File: src/rtl/flexcounter_multi_if.sv
//==============================================================================
// Module : flexcounter_multi_if
// Brief  : Control/status bundle for flexcounter_multi; the prescale field
//          exists only when FLEXCOUNTER_PRESCALE_EN is defined.
// Rev    : 1.0
//==============================================================================
`default_nettype none

interface flexcounter_multi_if #(
  parameter int CHANNELS       = 4,
  parameter int COUNTWIDTH     = 10,
  parameter int PRESCALE_WIDTH = 8
);
  logic [CHANNELS-1:0]                 enableCounter;
  logic [CHANNELS-1:0]                 clear;
  logic [CHANNELS-1:0]                 oneShot;
  logic [CHANNELS-1:0][COUNTWIDTH-1:0] maxCount;
`ifdef FLEXCOUNTER_PRESCALE_EN
  logic [PRESCALE_WIDTH-1:0]           prescale;
`endif
  logic [CHANNELS-1:0]                 strobe;
  logic [CHANNELS-1:0][COUNTWIDTH-1:0] count;
  logic [CHANNELS-1:0]                 done;
  logic                                anyStrobe;

`ifdef FLEXCOUNTER_PRESCALE_EN
  modport master (
    output enableCounter, clear, oneShot, maxCount, prescale,
    input  strobe, count, done, anyStrobe
  );
  modport slave (
    input  enableCounter, clear, oneShot, maxCount, prescale,
    output strobe, count, done, anyStrobe
  );
`else
  modport master (
    output enableCounter, clear, oneShot, maxCount,
    input  strobe, count, done, anyStrobe
  );
  modport slave (
    input  enableCounter, clear, oneShot, maxCount,
    output strobe, count, done, anyStrobe
  );
`endif
endinterface

`default_nettype wire

File: src/rtl/flexcounter_multi.sv
//==============================================================================
// Module : flexcounter_multi
// Brief  : CHANNELS independent terminal-count counters with periodic/one-shot
//          modes; optional shared prescaler via FLEXCOUNTER_PRESCALE_EN.
// Rev    : 1.0
//==============================================================================
`default_nettype none

module flexcounter_multi #(
  parameter int CHANNELS       = 4,
  parameter int COUNTSIZE      = 1024,
  parameter int PRESCALE_WIDTH = 8
) (
  input  wire logic            clk,
  input  wire logic            nRST,
  flexcounter_multi_if.slave   bus
);

  localparam int COUNTWIDTH = $clog2(COUNTSIZE);

  logic                                w_tick;
  logic [CHANNELS-1:0][COUNTWIDTH-1:0] r_count;
  logic [CHANNELS-1:0]                 r_strobe;
  logic [CHANNELS-1:0]                 r_done;
  logic                                r_any_strobe;
  logic [CHANNELS-1:0][COUNTWIDTH-1:0] w_cnt_nxt;
  logic [CHANNELS-1:0]                 w_stb_nxt;
  logic [CHANNELS-1:0]                 w_done_nxt;

`ifdef FLEXCOUNTER_PRESCALE_EN
  logic [PRESCALE_WIDTH-1:0] r_prescaler;
  logic                      w_any_en;

  assign w_any_en = |bus.enableCounter;
  // >= so a prescale lowered beneath the running value ticks immediately
  assign w_tick   = w_any_en && (r_prescaler >= bus.prescale);

  always_ff @(posedge clk or negedge nRST) begin
    if (!nRST) begin
      r_prescaler <= '0;
    end else if (!w_any_en || w_tick) begin
      r_prescaler <= '0;
    end else begin
      r_prescaler <= r_prescaler + PRESCALE_WIDTH'(1);
    end
  end
`else
  assign w_tick = 1'b1;
`endif

  always_comb begin
    w_cnt_nxt  = r_count;
    w_done_nxt = r_done;
    w_stb_nxt  = '0;
    for (int i = 0; i < CHANNELS; i++) begin
      if (bus.clear[i]) begin
        w_cnt_nxt[i]  = '0;
        w_done_nxt[i] = 1'b0;
      end else if (bus.enableCounter[i] && w_tick && !r_done[i]) begin
        // Terminal checked before increment, so the count can never wrap
        if (r_count[i] >= bus.maxCount[i]) begin
          w_stb_nxt[i] = 1'b1;
          if (bus.oneShot[i]) begin
            w_done_nxt[i] = 1'b1;
          end else begin
            w_cnt_nxt[i] = '0;
          end
        end else begin
          w_cnt_nxt[i] = r_count[i] + COUNTWIDTH'(1);
        end
      end
    end
  end

  always_ff @(posedge clk or negedge nRST) begin
    if (!nRST) begin
      r_count      <= '0;
      r_strobe     <= '0;
      r_done       <= '0;
      r_any_strobe <= 1'b0;
    end else begin
      r_count      <= w_cnt_nxt;
      r_strobe     <= w_stb_nxt;
      r_done       <= w_done_nxt;
      r_any_strobe <= |w_stb_nxt;
    end
  end

  assign bus.count     = r_count;
  assign bus.strobe    = r_strobe;
  assign bus.done      = r_done;
  assign bus.anyStrobe = r_any_strobe;

endmodule

`default_nettype wire

File: src/flat_wrapper.sv
// flat-port wrapper written by rule: the top's interface ports become plain ports
module flexcounter_multi_flat 
#(
  parameter int CHANNELS       = 4,
  parameter int COUNTSIZE      = 1024,
  parameter int PRESCALE_WIDTH = 8
)
  (clk, nRST, bus_enableCounter, bus_clear, bus_oneShot, bus_maxCount, bus_strobe, bus_count, bus_done, bus_anyStrobe);
  flexcounter_multi_if #(.CHANNELS(CHANNELS), .COUNTWIDTH((10)), .PRESCALE_WIDTH(PRESCALE_WIDTH)) bus_i ();
  input  wire logic clk;
  input  wire logic nRST;
  input wire logic [$bits(bus_i.enableCounter)-1:0] bus_enableCounter;
  input wire logic [$bits(bus_i.clear)-1:0] bus_clear;
  input wire logic [$bits(bus_i.oneShot)-1:0] bus_oneShot;
  input wire logic [$bits(bus_i.maxCount)-1:0] bus_maxCount;
  output wire logic [$bits(bus_i.strobe)-1:0] bus_strobe;
  output wire logic [$bits(bus_i.count)-1:0] bus_count;
  output wire logic [$bits(bus_i.done)-1:0] bus_done;
  output wire logic [$bits(bus_i.anyStrobe)-1:0] bus_anyStrobe;
  assign bus_i.enableCounter = bus_enableCounter;
  assign bus_i.clear = bus_clear;
  assign bus_i.oneShot = bus_oneShot;
  assign bus_i.maxCount = bus_maxCount;
  assign bus_strobe = bus_i.strobe;
  assign bus_count = bus_i.count;
  assign bus_done = bus_i.done;
  assign bus_anyStrobe = bus_i.anyStrobe;
  flexcounter_multi #(.CHANNELS(CHANNELS), .COUNTSIZE(COUNTSIZE), .PRESCALE_WIDTH(PRESCALE_WIDTH)) u_core (.clk(clk), .nRST(nRST), .bus(bus_i));
endmodule
File: config.mk
export PLATFORM = sky130hd
export DESIGN_NAME = flexcounter_multi_flat
export DESIGN_NICKNAME = d
export VERILOG_FILES = /design/src/rtl/flexcounter_multi_if.sv /design/src/rtl/flexcounter_multi.sv /design/src/flat_wrapper.sv
export SDC_FILE = /design/constraint.sdc
export NUM_CORES = 1
export LEC_CHECK = 0
export CAP_MARGIN = 40
export CORE_MARGIN = 2
export CORE_UTILIZATION = 58
export CTS_CLUSTER_SIZE = 30
export DETAILED_ROUTE_END_ITERATION = 8
export DONT_BUFFER_PORTS = 1
export PLACE_DENSITY = 0.88
export RECOVER_POWER = 25
export SYNTH_ARGS = -nofsm -noshare
export SYNTH_HDL_FRONTEND = slang
export SYNTH_SLANG_ARGS = --single-unit
File: constraint.sdc
create_clock -name clk -period 2.6 [get_ports clk]
set_clock_uncertainty 0.2 [all_clocks]
set_input_delay 0.78 -clock clk [delete_from_list [all_inputs] [get_ports clk]]
set_output_delay 0.78 -clock clk [all_outputs]
set_load 0.005 [all_outputs]
Yosys cells after proc, flatten, opt, wreduce, memory -nomap -nowiden
Cells that the tools add are included.
{ "op_classes": {"add_sub_neg": 4, "n_lt_le_gt_ge": 4, "eq_ne": 4, "n_mux": 44, "n_reduce_logical": 29} }
{ "ops": {"columns": ["op", "count"], "rows": [
  ["2-to-1 mux 10 bit", 16],
  ["adder 10 x 1 -> 10 bit (second input constant)", 4],
  ["greater-or-equal comparator 10 bit", 4],
  ["2-to-1 mux 1 bit", 28],
  ["nonzero test 2 bit", 12],
  ["!= test 3 bit (second input constant)", 4],
  ["AND reduction 3 bit", 4],
  ["AND reduction 2 bit", 4],
  ["logical AND 1 bit", 4],
  ["zero test 1 bit", 4],
  ["OR reduction 4 bit", 1]
]} }
{ "totals": {"ff_bits": 49, "in_bits": 54, "out_inout_bits": 49, "elab_cells": 95} }

Depth between registers and ports, before layout
Gate-level depths: netlist (run 1).
{ "logic_depth": {"word_depth": 5, "depth_mapped": 9, "mapped_depth_nobuf": 8} }

Least setup slack after synthesis (run 1)
No wires, ideal clock.
{ "synth_path": {"path_kind": "input -> register", "from": "input bus_maxCount[33]", "to": "register u_core.r_count (netlist bit u_core.bus.count[37])", "setup_time_ns": 0.077, "arrival_time_ns": 2.507, "required_ns": 2.323, "path_slack_ns": -0.185, "path_stages": 8, "n_path_buf": 0, "path_cell_list": "inv_1 ha_1 a211o_1 o211ai_2 o21ai_2 a311o_1 or4_1 a21oi_1"} }
{ "synth_between": {"elab_chain_len": 4, "word_cells_on_any_way": 6, "cone_classes": "order compare (1); eq/ne (1); mux (3); reduce/logical (1)"} }
{ "synth_rtl": {"columns": ["item", "line_no", "source"], "rows": [
  ["from (decl)", "flat_wrapper.sv:15", "input wire logic [$bits(bus_i.maxCount)-1:0] bus_maxCount;"],
  ["greater-or-equal comparator 10 bit *", "flexcounter_multi.sv:61", "if (r_count[i] >= bus.maxCount[i]) begin"],
  ["2-to-1 mux 10 bit", "flexcounter_multi.sv:61", null],
  ["2-to-1 mux 10 bit", "flexcounter_multi.sv:59", "end else if (bus.enableCounter[i] && w_tick && !r_done[i]) begin"],
  ["2-to-1 mux 10 bit", "flexcounter_multi.sv:56", "if (bus.clear[i]) begin"],
  ["to (signal assigned)", "flexcounter_multi.sv:82", "r_count <= w_cnt_nxt;"],
  ["to (decl)", "flexcounter_multi.sv:22", "logic [CHANNELS-1:0][COUNTWIDTH-1:0] r_count;"]
]} }
Every way passes the cells marked *; elsewhere a longest branch is shown, timed or not. The select of a mux whose other input is x is not followed.
A chain may end at the register's enable or synchronous reset.

Worst setup path after layout (run 1)
{ "layout_path": {"from": "input bus_maxCount[39]", "to": "register u_core.r_count (netlist bit u_core.bus.count[37])"} }
Same word-level chain as after synthesis.

==> results.md, run 1 <==
* Gr usage total at 26.0%
* Crit Path Max Fanout at 6
* FP Rows at 28
* CTS root buf: clkbuf_8
* CTS tree: built
* VDD IR max at 406 µV
* Register area share after synthesis at 34.0%
* DRC Markers at 0
* Vias per inst at 6.04
* Post-detail-place hpwl at 7030 µm
* Drt first pass iters at 5
* DIE WIDTH at 82.8 µm
* Number of CTS-inserted buffers at 5
* Clock sink total at 49
* Largest net degree at the start of global routing at 50
* Worst Hold Class: in -> reg
* Clk slew on worst S/H paths at 0.09 ns
* Mapped Area at 0.00360 mm²
* Core area at 0.00596 mm²
* Gp weighted congestion at 0.824
* First-pass GRT wire length at 15200 µm
* F_max at 0.390 GHz
* Area Overhead vs Synth at 18.6%
* Fin crit period at 2.56 ns
* Final instance area at 0.00427 mm²
* Antenna Diode Count at 0
* Distinct cell type count after synthesis at 49
* Seq cells post-synth at 49
* Critical setup path kind: in -> reg
* Final Non-Filler Cells at 548
* Initial core utilization at 60.5%
* Syn_nets at 520
* Final Max Tran Viols at 0
* Placed cell area at 0.00411 mm²
* Mapped Cells at 422
* CP Data Required Time at 2.62 ns
* Worst setup EP type: flip-flop
* Power Density at 356 mW/mm²
* CP startpoint kind: input port
* Nets@finish at 570
* FFs w/ async S/R, synth at 100%
* Vias in the first global route at 3389
* Total congestion overflow at 0
* Final Power at 0.00152 W
* Fin worst setup slack at 0.0384 ns
* Most frequent cells in the layout: inv_1, dfrtp_1, buf_4, ha_1, a21oi_1
* Leading cell type in the layout, fill and taps excluded: inv_1
* Register area at 0.00123 mm²
* I/O Pins at 103
* RSZ-0062 raised after global routing: true
* Final period util at 98.5%
* # port buffers at 0
* Setup violations, final at 0
* Die H at 82.8 µm
* Full die area at 0.00686 mm²
* DR vias at 3308
* Layout cell share with drive strength beyond 1 at 18.0%
* Worst slew margin at 15.1%
* Fin. Hold Viols at 0
* Measured slew at the worst slew-check pin at 1.27 ns
* Main flop type after synthesis: dfrtp_1
* Post-route ant nets at 0
* Status: complete, no violations
* H-tree lvl count at 2
* Avg Cell Area, Syn at 8.54 µm²
* Pre-CTS setup slack at -0.327 ns
* Post-synth EDFFs at 0
* Antenna violations before repair at 0
* Fill count at 427
* DRT iter0 DRCs at 132
* Multi-input logic area at 0.00227 mm²
* Leakage power at 2.15 nW
* Routed WL at 9020 µm
* Critical path data arrival time at 2.58 ns
* Placed instance count at 537
* Max Root-Sink Buffers at 2
* Hold_ws at 0.334 ns
* YS warnings at 0
* DR WL/cell at 16.5 µm
* Maxcap violations at 0
* Clk_lat worst skew at 0.29 ns
==> path summary, 6_finish.rpt <==
path | start | endpoint | slack (ns) | depth (start not counted)
worst max-delay path | bus_maxCount[39] | u_core.bus.count[37] | 0.04 | 8
worst max register to register | u_core.bus.count[39] | u_core.bus.count[37] | 0.07 | 7
min in group asynchronous | nRST | u_core.bus.count[23] | 0.54 | 1
worst min register to register | u_core.bus.done[2] | u_core.bus.done[2] | 0.39 | 2
max in group asynchronous | nRST | u_core.bus.count[30] | 0.88 | 1
worst min-delay path | bus_clear[2] | u_core.bus.count[21] | 0.33 | 1
==> power by group <==
part | switching (W) | internal (W) | total (W) | leakage, nW
Sequential | 0.00000932 | 0.000772 | 0.000782 | 0.679
Clock | 0.000259 | 0.000241 | 0.000500 | 0.0542
Combinational | 0.000133 | 0.000106 | 0.000239 | 1.42
==> state kept, by name, summed over array words and instances (netlist names) <==
register / cells
u_core.bus.count: 40
u_core.bus.anyStrobe: 1
u_core.bus.done: 4
u_core.bus.strobe: 4
==> cell type report <==
type / count / share of cell area (%)
Clock inverter: 1 / 0.117
Inverter: 54 / 5.04
Clock buffer: 7 / 2.25
Timing Repair Buffer: 49 / 8.49
Tap cell: 75 / 2.20
Multi-Input combinational cell: 313 / 53.2
Sequential cell: 49 / 28.7
==> routing by layer <==
layer	global-route usage (%)	wire length, µm	up-vias
li1	-	-	1630
met1	30.8	3680	1527
met2	47.1	4660	131
met4	7.45	185	0
met5	0	0	-
met3	5.77	498	20
==> cell families after synthesis <==
logic type	Yosys count	synth area share, %
compound gates	127	23.1
simple gates	140	20.8
buf+inv	60	6.28
fa+ha+maj	44	15.3
xor+xnor	2	0.486
flops	49	34.0
==> worst max-delay path, stage by stage <==
cell	delay, ns
inv_1	0.03
ha_1	0.30
a21oi_2	0.14
o21ai_2	0.08
and2_1	0.15
a311o_2	0.41
or4_1	0.55
a21oi_1	0.14
==> through the flow <==
| stage | setup TNS [ns] | utilization, % |
|---|---|---|
| floorplan | -0.116 | - |
| global placement | -1.53 | 69.0 |
| detailed placement | -4.32 | 69.0 |
| CTS | 0 | 71.2 |
| global route | -0.0134 | 71.8 |
| finish | 0 | 71.8 |
==> cells in the mapped netlist (2+ instances only) <==
master / instances / share of area [%]
inv_1: 54 / 5.6
dfrtp_1: 49 / 34
ha_1: 44 / 15
a21oi_1: 35 / 4.9
o21ai_0: 30 / 4.2
nand2_1: 27 / 2.8
nor2_1: 20 / 2.1
nand3_1: 17 / 2.4
a21o_1: 13 / 2.7
nand2b_1: 13 / 2.3
nor3_1: 12 / 1.7
or3_1: 8 / 1.4
and2_1: 7 / 1.2
o2bb2ai_1: 7 / 1.7
nand4_1: 6 / 1.0
nor2b_1: 6 / 1.0
or4_1: 6 / 1.2
clkbuf_1: 5 / 0.52
o21a_1: 5 / 1.0
a22o_1: 4 / 0.97
and3_1: 4 / 0.69
nor4_1: 4 / 0.69
nor4b_1: 4 / 0.97
o31ai_1: 4 / 0.83
a211oi_1: 3 / 0.62
a31oi_1: 3 / 0.52
o211ai_1: 3 / 0.62
a211o_1: 2 / 0.49
a32o_1: 2 / 0.56
a32oi_1: 2 / 0.49
nor3b_1: 2 / 0.42
o21ai_2: 2 / 0.49
o221ai_1: 2 / 0.49
or2_2: 2 / 0.35
==> timing repair <==
action / in CTS / in global routing
gates cloned: 0 / 0
pin swaps: 0 / 2
setup endpoints to repair: 1 / 7
resized for setup: 1 / 9
hold buffers: 1 / 0
setup buffers: 0 / 2
endpoints found under the hold margin: 49 / 0
Note: power is estimated with default switching activity, not from simulation.
==> run 2, diff against run 1 <==
--- a/config.mk
+++ b/config.mk
@@ -11,7 +11,7 @@
 export CTS_CLUSTER_SIZE = 30
 export DETAILED_ROUTE_END_ITERATION = 8
 export DONT_BUFFER_PORTS = 1
-export PLACE_DENSITY = 0.88
+export PLACE_DENSITY = 0.87
 export RECOVER_POWER = 25
 export SYNTH_ARGS = -nofsm -noshare
 export SYNTH_HDL_FRONTEND = slang
==> run 2 against run 1 <==
Against the previous run: via count rose by 3.3%; highest routed layer unchanged; die area is the same; largest power group unchanged; count of clock-buffer cells in the layout is the same; largest cell class unchanged; flip-flop and latch count stayed put; clock power is 7.4% lower; sequential power about the same; sequential share of layout area up 0.54 points; critical path depth rose by 1; core utilization fell by 1.3 points.
==> results.md, run 2 (synthesis results as in run 1) <==
* Status: complete, no violations
* DRC Markers at 0 (unchanged)
* Hold path depth at 1 (unchanged)
* Full die area at 0.00686 mm² (unchanged)
* H-tree lvl count at 2 (unchanged)
* Gr usage total at 27.0% (+0.93 points)
* Clock power frac at 31.3% (-1.6 points)
* F_max at 0.390 GHz (about the same)
* Comb pwr share at 16.0% (+0.3 points)
* Number of CTS-inserted buffers at 5 (unchanged)
* Worst Hold Class: in -> reg
* Die H at 82.8 µm (unchanged)
* Final Power at 0.00148 W (-2.6%)
* CTS root buf: clkbuf_8
* Internal power at 0.00109 W (-2.7%)
* Clock sink total at 49 (unchanged)
* Crit Path Max Fanout at 10 (+4)
* Final setup TNS at 0 ns (unchanged)
* Multi-input logic area at 0.00226 mm² (-0.66%)
* Leakage power at 2.10 nW (-2.3%)
* Fill count at 464 (+8.7%)
* Worst slew margin at 15.6% (+0.48 points)
* CTS tree: built
* Register area at 0.00123 mm² (+0.10%)
* Max reg flops at 40 (unchanged)
* DRT iter0 DRCs at 121 (-8.3%)
* DR vias at 3416 (+3.3%)
* Met2 Track Usage GR at 47.9% (+0.73 points)
* Setup repair bufs after CTS at 0 (unchanged)
* Clk slew on worst S/H paths at 0.09 ns (about the same)
* Nets@finish at 563 (-1.2%)
* Routing usage on met3 at 5.96% (+0.20 points)
* Placed instance count at 532 (-0.93%)
* Vias in the first global route at 3530 (+4.2%)
* Area Overhead vs Synth at 16.5%
* Critical setup path kind: in -> reg
* Reg-to-Reg Start: u_core.bus.count[39]
* R2R depth at 8 (+1)
* Power Density at 353 mW/mm² (-0.84%)
* FF-to-FF End: u_core.bus.count[33]
* Routed WL at 9140 µm (+1.3%)
* Antenna violations before repair at 0 (unchanged)
* Measured slew at the worst slew-check pin at 1.27 ns (-0.00724 ns)
* Drt first pass iters at 4 (-1)
* CP Data Required Time at 2.62 ns (about the same)
* Fin. Hold Viols at 0 (unchanged)
* Placed cell area at 0.00407 mm² (-0.91%)
* Final Non-Filler Cells at 540 (-1.5%)
* Largest net degree at the start of global routing at 50 (unchanged)
* P_sw at 0.000393 W (-2.1%)
* # port buffers at 0 (unchanged)
* Vias per inst at 6.33 (+4.8%)
* Final instance area at 0.00420 mm² (-1.8%)
* Final Max Tran Viols at 0 (unchanged)
* Worst setup EP type: flip-flop
* Total congestion overflow at 0 (unchanged)
* Setup violations, final at 0 (unchanged)
* Maxcap violations at 0 (unchanged)
* First-pass GRT wire length at 15700 µm (+3.3%)
* Leading cell type in the layout, fill and taps excluded: inv_1
* Antenna Diode Count at 0 (unchanged)
* Gp weighted congestion at 0.857 (+4.0%)
* GRT met1 Usage at 31.9% (+1.1 points)
* Post-route ant nets at 0 (unchanged)
* Critical path data arrival time at 2.58 ns (about the same)
* Post-detail-place hpwl at 7110 µm (+1.2%)
* End of the worst hold path: u_core.bus.done[0]
* CP startpoint kind: input port
* Core area at 0.00596 mm² (unchanged)
* Switching share of power at 26.5% (+0.12 points)
* Final period util at 98.5% (about the same)
* Fin crit period at 2.56 ns (-0.000110 ns)
* Most frequent cells in the layout: inv_1, dfrtp_1, buf_4, ha_1, a21oi_1
* R2r setup slk at 0.06 ns (about the same)
* I/O Pins at 103 (unchanged)
* Initial core utilization at 60.5% (unchanged)
* Clk_lat worst skew at 0.29 ns (about the same)
* VDD IR max at 247 µV (-39%)
* DIE WIDTH at 82.8 µm (unchanged)
* DR WL/cell at 16.9 µm (+2.8%)
* Sequential cell fraction of total power at 52.7% (+1.3 points)
* HP Start: bus_clear[0]
* Layout cell share with drive strength beyond 1 at 15.7% (-2.3 points)
* Grt peak-use layer: met2
* FP Rows at 28 (unchanged)
* Max Root-Sink Buffers at 2 (unchanged)
## run 2: final cells by class
type / count / share of cell area [%]
multi-input combinational: 313 / 53.8
sequential: 49 / 29.2
timing repair buffer: 42 / 7.54
inverter: 54 / 5.13
tap: 75 / 2.23
clock buffer: 7 / 2.06
## run 2: worst max-delay path by stage
stage	to	startpoint	slack (ns)
finish	u_core.bus.count[33]	bus_maxCount[39]	0.04
global route	u_core.bus.count[33]	u_core.bus.count[39]	-0.03
CTS	u_core.bus.anyStrobe	bus_maxCount[3]	0.05
detailed placement	u_core.bus.anyStrobe	bus_maxCount[3]	-0.26
global placement	u_core.bus.anyStrobe	bus_maxCount[3]	-0.17
floorplan	u_core.bus.count[37]	bus_maxCount[33]	-0.08
## run 2: metrics by stage
stage	setup slack [ns]	utilization, %	hold slack (ns)
finish	0.0385	70.5	0.335
CTS	0.0538	70.3	0.141
detailed placement	-0.260	68.4	0.286
global placement	-0.167	68.4	0.285
global route	-0.0260	70.5	0.324
floorplan	-0.0799	-	0.284
## run 2: layer usage
layer	share of wire, %	vias to the layer above	wire [µm]
met3	6.1	34	562
li1	-	1612	-
met4	2.9	0	265
met2	50	136	4590
met5	0	-	0
met1	41	1634	3730
## run 2: worst max-delay path, stage by stage
cell and delay [ns]:
inv_1 0.02, ha_1 0.27, a21oi_1 0.13, o21ai_1 0.10
and2_1 0.16, a311o_1 0.39, buf_6 0.17, or3_1 0.37
a21oi_2 0.17
## run 2: power groups by stage
stage	combinational, W	clock (W)	sequential [W]
floorplan	0.000138	0	0.000804
CTS	0.000241	0.000469	0.000782
finish	0.000237	0.000463	0.000782
detailed placement	0.000219	0	0.000797
global placement	0.000201	0	0.000796
global route	0.000269	0.000502	0.000784
## run 2: timing repair
item                                   in CTS  in global routing
gates resized for setup                     0                  7
hold buffers                                1                  0
setup endpoints to repair                   0                  4
endpoints found under the hold margin      49                  0
==> run 3, diff against run 2 <==
--- a/config.mk
+++ b/config.mk
@@ -11,6 +11,7 @@
 export CTS_CLUSTER_SIZE = 30
 export DETAILED_ROUTE_END_ITERATION = 8
 export DONT_BUFFER_PORTS = 1
+export GPL_ROUTABILITY_DRIVEN = 0
 export PLACE_DENSITY = 0.87
 export RECOVER_POWER = 25
 export SYNTH_ARGS = -nofsm -noshare
==> results of run 3 <==
The final DEF is identical to that of run 2; final timing and power are the same.
